`src/rtl/e203_exu_dsp_wbck_pkg.sv`:
```
// Shared widths and the buffered entry layout for the DSP writeback buffer.
// Widths mirror E203_XLEN / E203_RFIDX_WIDTH from e203_defines.v.
package e203_exu_dsp_wbck_pkg;

    localparam int E203_XLEN        = 32;
    localparam int E203_RFIDX_WIDTH = 5;
    localparam int DSP_WBCK_DW      = E203_XLEN + E203_RFIDX_WIDTH + 2;

    typedef struct packed {
        logic                        ov;
        logic                        err;
        logic [E203_RFIDX_WIDTH-1:0] rdidx;
        logic [E203_XLEN-1:0]        wdat;
    } dsp_wbck_ent_t;

endpackage

```
`src/rtl/e203_exu_dsp_wbck_buf.sv`:
```
// Two-entry FIFO with 1-bit wrapping pointers and a registered occupancy count.
// Storage is not reset; only the count and pointers are.
module e203_exu_dsp_wbck_buf #(
    parameter int DP = 2,
    parameter int DW = 39
) (
    input  logic          clk,
    input  logic          rst,
    input  logic          i_push,
    input  logic          i_pop,
    input  logic          i_flush,
    input  logic [DW-1:0] i_wdat,
    output logic [DW-1:0] o_rdat,
    output logic          o_full,
    output logic          o_empty
);

    logic [DW-1:0] r_mem [0:DP-1];
    logic          r_wptr;
    logic          r_rptr;
    logic [1:0]    r_cnt;

    always_ff @(posedge clk or posedge rst) begin
        if (rst) begin
            r_wptr <= 1'b0;
            r_rptr <= 1'b0;
            r_cnt  <= 2'd0;
        end else if (i_flush) begin
            r_wptr <= 1'b0;
            r_rptr <= 1'b0;
            r_cnt  <= 2'd0;
        end else begin
            if (i_push) r_wptr <= ~r_wptr;
            if (i_pop)  r_rptr <= ~r_rptr;
            case ({i_push, i_pop})
                2'b10:   r_cnt <= r_cnt + 2'd1;
                2'b01:   r_cnt <= r_cnt - 2'd1;
                default: r_cnt <= r_cnt;
            endcase
        end
    end

    // A flushed push must not land, but the slot is free anyway so no guard needed beyond i_push.
    always_ff @(posedge clk) begin
        if (i_push) r_mem[r_wptr] <= i_wdat;
    end

    assign o_rdat  = r_mem[r_rptr];
    assign o_full  = r_cnt[1];
    assign o_empty = (r_cnt == 2'd0);

endmodule

```
`src/rtl/e203_exu_dsp_wbck.sv`:
```
// DSP writeback result buffer: decouples the shift/ALU stage from the writeback
// arbiter with a 2-deep FIFO and keeps the sticky saturation (OV) flag.
module e203_exu_dsp_wbck
    import e203_exu_dsp_wbck_pkg::*;
#(
    parameter int DP           = 2,
    parameter int OV_STICKY_EN = 1
) (
    input  logic                        clk,
    input  logic                        rst,
    input  logic                        dsp_i_valid,
    output logic                        dsp_i_ready,
    input  logic [E203_XLEN-1:0]        dsp_i_wdat,
    input  logic                        dsp_i_ov,
    input  logic                        dsp_i_err,
    input  logic [E203_RFIDX_WIDTH-1:0] dsp_i_rdidx,
    output logic                        dsp_o_wbck_valid,
    input  logic                        dsp_o_wbck_ready,
    output logic [E203_XLEN-1:0]        dsp_o_wbck_wdat,
    output logic [E203_RFIDX_WIDTH-1:0] dsp_o_wbck_rdidx,
    output logic                        dsp_o_wbck_err,
    input  logic                        flush_i,
    input  logic                        ov_clr_i,
    output logic                        ov_sticky_o
);

    logic          w_full;
    logic          w_empty;
    logic          w_push;
    logic          w_pop;
    dsp_wbck_ent_t w_in_ent;
    dsp_wbck_ent_t w_head;

    // Ready depends only on registered occupancy, never on the downstream ready.
    assign dsp_i_ready      = ~w_full;
    assign dsp_o_wbck_valid = ~w_empty;
    assign w_push           = dsp_i_valid & ~w_full & ~flush_i;
    assign w_pop            = ~w_empty & dsp_o_wbck_ready & ~flush_i;

    assign w_in_ent.ov    = dsp_i_ov;
    assign w_in_ent.err   = dsp_i_err;
    assign w_in_ent.rdidx = dsp_i_rdidx;
    assign w_in_ent.wdat  = dsp_i_wdat;

    e203_exu_dsp_wbck_buf #(
        .DP (DP),
        .DW (DSP_WBCK_DW)
    ) u_buf (
        .clk     (clk),
        .rst     (rst),
        .i_push  (w_push),
        .i_pop   (w_pop),
        .i_flush (flush_i),
        .i_wdat  (w_in_ent),
        .o_rdat  (w_head),
        .o_full  (w_full),
        .o_empty (w_empty)
    );

    assign dsp_o_wbck_wdat  = w_head.wdat;
    assign dsp_o_wbck_rdidx = w_head.rdidx;
    assign dsp_o_wbck_err   = w_head.err;

    generate
        if (OV_STICKY_EN != 0) begin : g_ov
            logic r_ov_sticky;
            logic w_ov_set;

            // Only results actually retired without error count as saturation events.
            assign w_ov_set = w_pop & w_head.ov & ~w_head.err;

            always_ff @(posedge clk or posedge rst) begin
                if (rst)           r_ov_sticky <= 1'b0;
                else if (w_ov_set) r_ov_sticky <= 1'b1;
                else if (ov_clr_i) r_ov_sticky <= 1'b0;
            end

            assign ov_sticky_o = r_ov_sticky;
        end else begin : g_no_ov
            assign ov_sticky_o = 1'b0;
        end
    endgenerate

endmodule

```
`config.mk`:
```
export PLATFORM = sky130hd
export DESIGN_NAME = e203_exu_dsp_wbck
export DESIGN_NICKNAME = d
export VERILOG_FILES = /design/src/rtl/e203_exu_dsp_wbck_pkg.sv /design/src/rtl/e203_exu_dsp_wbck_buf.sv /design/src/rtl/e203_exu_dsp_wbck.sv
export SDC_FILE = /design/constraint.sdc
export NUM_CORES = 1
export LEC_CHECK = 0
export BUFFER_PORTS_ARGS = -buffer_cell sky130_fd_sc_hd__buf_2
export CAP_MARGIN = 20
export CORE_UTILIZATION = 46
export DETAILED_ROUTE_END_ITERATION = 7
export PLACE_DENSITY = 0.74
export SKIP_CTS_REPAIR_TIMING = 1
export SYNTH_ARGS = -nofsm -noshare
export SYNTH_HDL_FRONTEND = slang
export SYNTH_SLANG_ARGS = --single-unit
export TNS_END_PERCENT = 10
```
`constraint.sdc`:
```
create_clock -name clk -period 4.5 [get_ports clk]
set_clock_uncertainty 0.15 [all_clocks]
set_input_delay 0.225 -clock clk [delete_from_list [all_inputs] [get_ports clk]]
set_output_delay 0.225 -clock clk [all_outputs]
set_load 0.1 [all_outputs]
```
* Yosys cells after proc, flatten, opt, wreduce, memory -nomap -nowiden
Memory sizes are Yosys's and may differ from the RTL's.
Cells that the tools add are included.
** Storage, ports and cells
- Flip-flop bits (word level) :: 5
- Memory bits (writable) :: 78
- Bits of input ports :: 45
- Output and inout bits :: 41
- Word-level logic and storage cells :: 36
- Memories kept :: 1
** Cells by class
- Add/sub/neg operators :: 2
- Eq/ne operators :: 2
- Muxes and demuxes :: 10
- Bitwise operators :: 12
- Reductions and logical operators :: 5
** Memory list
- u_buf.r_mem :: depth 2, width 39, rd ports 1, clocked after memory_dff 0, write ports 1, RTL line e203_exu_dsp_wbck_buf.sv:18 : logic [DW-1:0] r_mem [0:DP-1];
** Operator list (count)
- $mux W1 :: 8
- $and A1 B1 Y1 :: 6
- $not A1 Y1 :: 6
- $reduce_bool A2 Y1 :: 3
- $pmux W2 S2 :: 1
- $reduce_bool A3 Y1 :: 1
- $add A2 B1 Y2 const B :: 1
- $eq A2 B1 Y1 const B :: 1
- $eq A2 B2 Y1 const B :: 1
- $logic_not A2 Y1 :: 1
- $mux W2 :: 1
- $sub A2 B1 Y2 const B :: 1

* Depth between registers and ports, before layout
- Word-level depth :: 7
- Gate-level depth with buffers :: 5
- Gate-level depth less buffers :: 3

* Cells and area by module
From an unflattened synthesis, not the netlist that was laid out.
** Second synthesis, totals
- Cells, all modules :: 151
- Area, all modules :: 3114.2 µm²
** By module, submodules not included
- e203_exu_dsp_wbck_buf :: times used 1, cells each 142, area an instance 3039.2 µm², seq. area each 2442.3 µm²
- e203_exu_dsp_wbck :: times used 1, cells each 9, area an instance 75.1 µm², seq. area each 25.0 µm²

* Worst setup path before layout
OpenSTA, ideal clock, no wires.
- Path kind :: reg2reg
- From :: reg u_buf.r_cnt[1]
- To :: mem u_buf.r_mem[1][0] (enable)
- Library setup time :: 493 ps
- Arrival :: 3559 ps
- Required time :: 3857 ps
- Setup slack :: 298 ps
- Stages on the path, launching flop included :: 3
- Buffers on the path :: 0
- Period minus slack after synthesis :: 4202 ps
- Cells stage by stage :: dfrtp_1 -> nand2b_1 -> nor3b_1
** On the way
- Longest elaborated chain between the ends :: 5
** Ends and longest elaborated chain
- from (decl) :: RTL line e203_exu_dsp_wbck_buf.sv:21 : logic [1:0] r_cnt;
- from (signal assigned) :: RTL line e203_exu_dsp_wbck_buf.sv:36 : 2'b10: r_cnt <= r_cnt + 2'd1;
- from (signal assigned) :: RTL line e203_exu_dsp_wbck_buf.sv:37 : 2'b01: r_cnt <= r_cnt - 2'd1;
- from (signal assigned) :: RTL line e203_exu_dsp_wbck_buf.sv:38 : default: r_cnt <= r_cnt;
- $not A1 Y1 :: RTL line e203_exu_dsp_wbck.sv:37 : assign w_push = dsp_i_valid & ~w_full & ~flush_i;
- $and A1 B1 Y1 (2 in series) :: RTL line e203_exu_dsp_wbck.sv:37
- $mux W1 :: RTL line e203_exu_dsp_wbck_buf.sv:45 : if (i_push) r_mem[r_wptr] <= i_wdat;
- $mux W1 (implied by the code) :: RTL line e203_exu_dsp_wbck_buf.sv:45
- to (decl) :: RTL line e203_exu_dsp_wbck_buf.sv:18
No other way between the ends.

* Final worst setup path
- From :: reg u_buf.r_rptr
- To :: out dsp_o_wbck_wdat[24]
** On the way
- Longest elaborated chain between the ends :: 1
** Ends and longest elaborated chain
- from (decl) :: RTL line e203_exu_dsp_wbck_buf.sv:20 : logic r_rptr;
- from (signal assigned) :: RTL line e203_exu_dsp_wbck_buf.sv:34 : if (i_pop) r_rptr <= ~r_rptr;
- $mem_v2 Z2 W39
- to (decl) :: RTL line e203_exu_dsp_wbck.sv:19 : output logic [E203_XLEN-1:0] dsp_o_wbck_wdat,
No other way between the ends.

==> impl_metrics.tcl <==
set metrics [dict create \
    power_density_nw_per_um2 429 \
    whs_ps 75.2 \
    ant_nets 0 \
    p_leak_nw 1.60 \
    hpwl_um 3310 \
    cts_tree "built" \
    drtIter0Drc 87 \
    drv_slew 0 \
    cts_buffers 9 \
    die_y_um 83.9 \
    path_cells "mux2_2, buf_2" \
    synth_fp_nets 196 \
    p_seq_share_pct 49.9 \
    layout.nets 333 \
    clkPwrFrac_pct 27.8 \
    clock_path_buffers 2 \
    crit_arrival_ps 2090 \
    comb_power_share_pct 22.3 \
    end_kind "output port" \
    outcome "finished with violations" \
    start_kind "flip-flop" \
    dieArea_sq_um 7040 \
    p_total_mw 1.81 \
    die_w_um 83.9 \
    tightest_slew_ps 935 \
    grt_max_degree 42 \
    slew_headroom_pct 37.7 \
    grt_first_pass_wirelength_um 7820 \
    grt_setup_unrepaired "no" \
    port_buffers 85 \
    vdd_ir_drop_max_mv 0.260 \
    multi_input_area_sq_um 578 \
    switching_share_pct 31.7 \
    yosys_warnings 0 \
    fin_area_sq_um 4220 \
    wire_per_inst_um 15.7 \
    gp_congestion 0.772 \
    p_int_mw 1.23 \
    clk_latency_ps 340 \
    place_area_sq_um 3610 \
    worstPathRequired_ps 4120 \
    antenna_found_initial 0 \
    vias 1800 \
    hold_class "in2reg" \
    hold_path_end "u_buf.r_cnt[1]$_DFFE_PP0P_" \
    start_util_pct 48.1 \
    io_pins 86 \
    synthCells 151 \
    p_switching_mw 0.574 \
    seq_area_frac_synth_pct 79.9 \
    min_from "dsp_o_wbck_ready" \
    violations "design-rule violations" \
    grt_pass1_vias 1651 \
    rr_worst_depth 3 \
    fin_tns_setup_ps 0 \
    finalSetupViolCount 0 \
    fin_crit_sh_pct 54.7 \
    htree_levels 3 \
    max_stage_delay_ps 990 \
    grt_use_total_pct 15.3 \
    synth_area_sq_um 3090 \
    path_max_fanout 41 \
    register_area_sq_um 2470 \
    r2r_end "u_buf.r_mem[1][14]$_DFFE_PP_" \
    r2r_setup_slack_ps 2690 \
    max_freq_mhz 406 \
    wl_um 5800 \
    finalHoldViolations 0 \
    whs_path_depth 3 \
    route.detailed.drc 14 \
    areaGrowthSynthToFinish_pct 36.6 \
    cts_root_buf "clkbuf_8" \
    drt-pass1-iter-count 6 \
    clk_pin_slew_ps 80 \
    finalCriticalPeriod_ps 2460 \
    cpMaxStageDelayCell "dfrtp_2" \
    rows 29 \
    synth.distinct_cells 20 \
    grt_overflow 0 \
    avgSynthCellArea_sq_um 20.5 \
    cts.sinks 83 \
    critPathKind "reg2out" \
    ys_ff_latch 83 \
    via_per_inst 4.86 \
    fill_cells 471 \
    drive_above_1_share_pct 49.5 \
    n_antenna_cell 0 \
    cap_violations 0 \
    coreArea_sq_um 6420 \
    rr_startpoint "u_buf.r_cnt[1]$_DFFE_PP0P_" \
]
registers in the layout, summed over array words and instances (netlist names):
name / cells
u_buf.r_mem: 78
u_buf.r_cnt: 2
ov_sticky_o: 1
u_buf.r_rptr: 1
u_buf.r_wptr: 1
metal layers:
layer / track usage [%] / part of all wire (%) / vias to the layer above
met5: 0 / 0 / -
met4: 8.93 / 1.6 / 0
met3: 6.33 / 7.3 / 10
met2: 23.7 / 50 / 65
met1: 17.8 / 41 / 871
li1: - / - / 854
power groups by stage:
| stage | logic [mW] | clock network (mW) | registers (mW) |
|---|---|---|---|
| 2_1_floorplan | 0.320 | 0 | 0.909 |
| 3_3_place_gp | 0.372 | 0 | 0.919 |
| 3_5_place_dp | 0.375 | 0 | 0.921 |
| 4_1_cts | 0.375 | 0.513 | 0.904 |
| 5_1_grt | 0.416 | 0.546 | 0.907 |
| 6_report | 0.403 | 0.503 | 0.903 |
worst max-delay path: cells and delay by family (launching register included):
kind | cells | cell delay (ps)
flip-flops | 1 | 990
buffers and inverters | 1 | 420
multiplexers | 1 | 320
layout by cell type (no fill, tap or decap):
cell	instances
edfxtp_1	78
xor2_1	2
or2_2	1
nand2b_1	2
nor3_2	1
clkbuf_8	9
dlygate4sd3_1	42
clkinv_2	1
a21oi_1	2
nand2_1	2
clkbuf_1	2
dfrtp_2	1
inv_1	4
o32a_1	1
a21o_1	1
nor3b_2	1
mux2_2	38
bufinv_16	1
o21ai_0	2
clkinv_1	1
dfrtp_1	4
buf_2	85
nor2b_1	2
buf_4	4
mux2i_1	1
nor2_1	2
clkinvlp_4	2
o32ai_2	1
metrics by stage:
step	worst slack, ps	utilization, %	instances
2_1_floorplan	298	-	151
3_3_place_gp	2380	56.3	312
3_5_place_dp	2370	56.3	312
4_1_cts	1990	59.1	328
5_1_grt	1910	65.7	370
6_report	2040	65.7	370
Yosys cell counts, drive strengths merged:
library cell / count / area (sq um)
nand2b: 2 / 12.5
nor3b: 1 / 7.51
inv: 4 / 15.0
buf: 5 / 37.5
nor2b: 2 / 12.5
mux2i: 1 / 10.0
o32ai: 1 / 16.3
o21ai: 2 / 10.0
dfrtp: 5 / 125
nand2: 2 / 7.51
a21oi: 2 / 10.0
nor2: 2 / 7.51
mux2: 38 / 428
edfxtp: 78 / 2340
nor3: 1 / 5.00
xor2: 2 / 17.5
o32a: 1 / 10.0
or2: 1 / 6.26
a21o: 1 / 7.51
worst max path at each step:
stage,start,endpoint,slack (ps)
2_1_floorplan,u_buf.r_cnt[1]$_DFFE_PP0P_,u_buf.r_mem[1][0]$_DFFE_PP_,300
3_3_place_gp,u_buf.r_rptr$_DFFE_PP0P_,dsp_o_wbck_wdat[24],2380
3_5_place_dp,u_buf.r_rptr$_DFFE_PP0P_,dsp_o_wbck_wdat[24],2370
4_1_cts,u_buf.r_rptr$_DFFE_PP0P_,dsp_o_wbck_wdat[24],1990
5_1_grt,u_buf.r_rptr$_DFFE_PP0P_,dsp_o_wbck_wdat[24],1910
6_report,u_buf.r_rptr$_DFFE_PP0P_,dsp_o_wbck_wdat[24],2040
layout make-up:
type                            instances  share of cell area (%)
Clock buffer                           11                    3.11
Clock inverter                          5                    1.28
Inverter                                4                   0.356
Multi-Input combinational cell         59                    13.7
Sequential cell                        83                    58.5
Tap cell                               77                    2.28
Timing Repair Buffer                  131                    20.8
logic make-up (layout without fill, tap and decap cells):
family,Yosys count,in the layout,synth area share (%)
flip-flops,83,83,79.9
XOR/XNOR,2,2,0.567
multiplexers,39,39,14.2
AND/OR/NAND/NOR,11,11,1.90
AO/OA/AOI/OAI,7,7,1.74
buffers and inverters,9,151,1.70
Power figures use the tool's default switching activity.
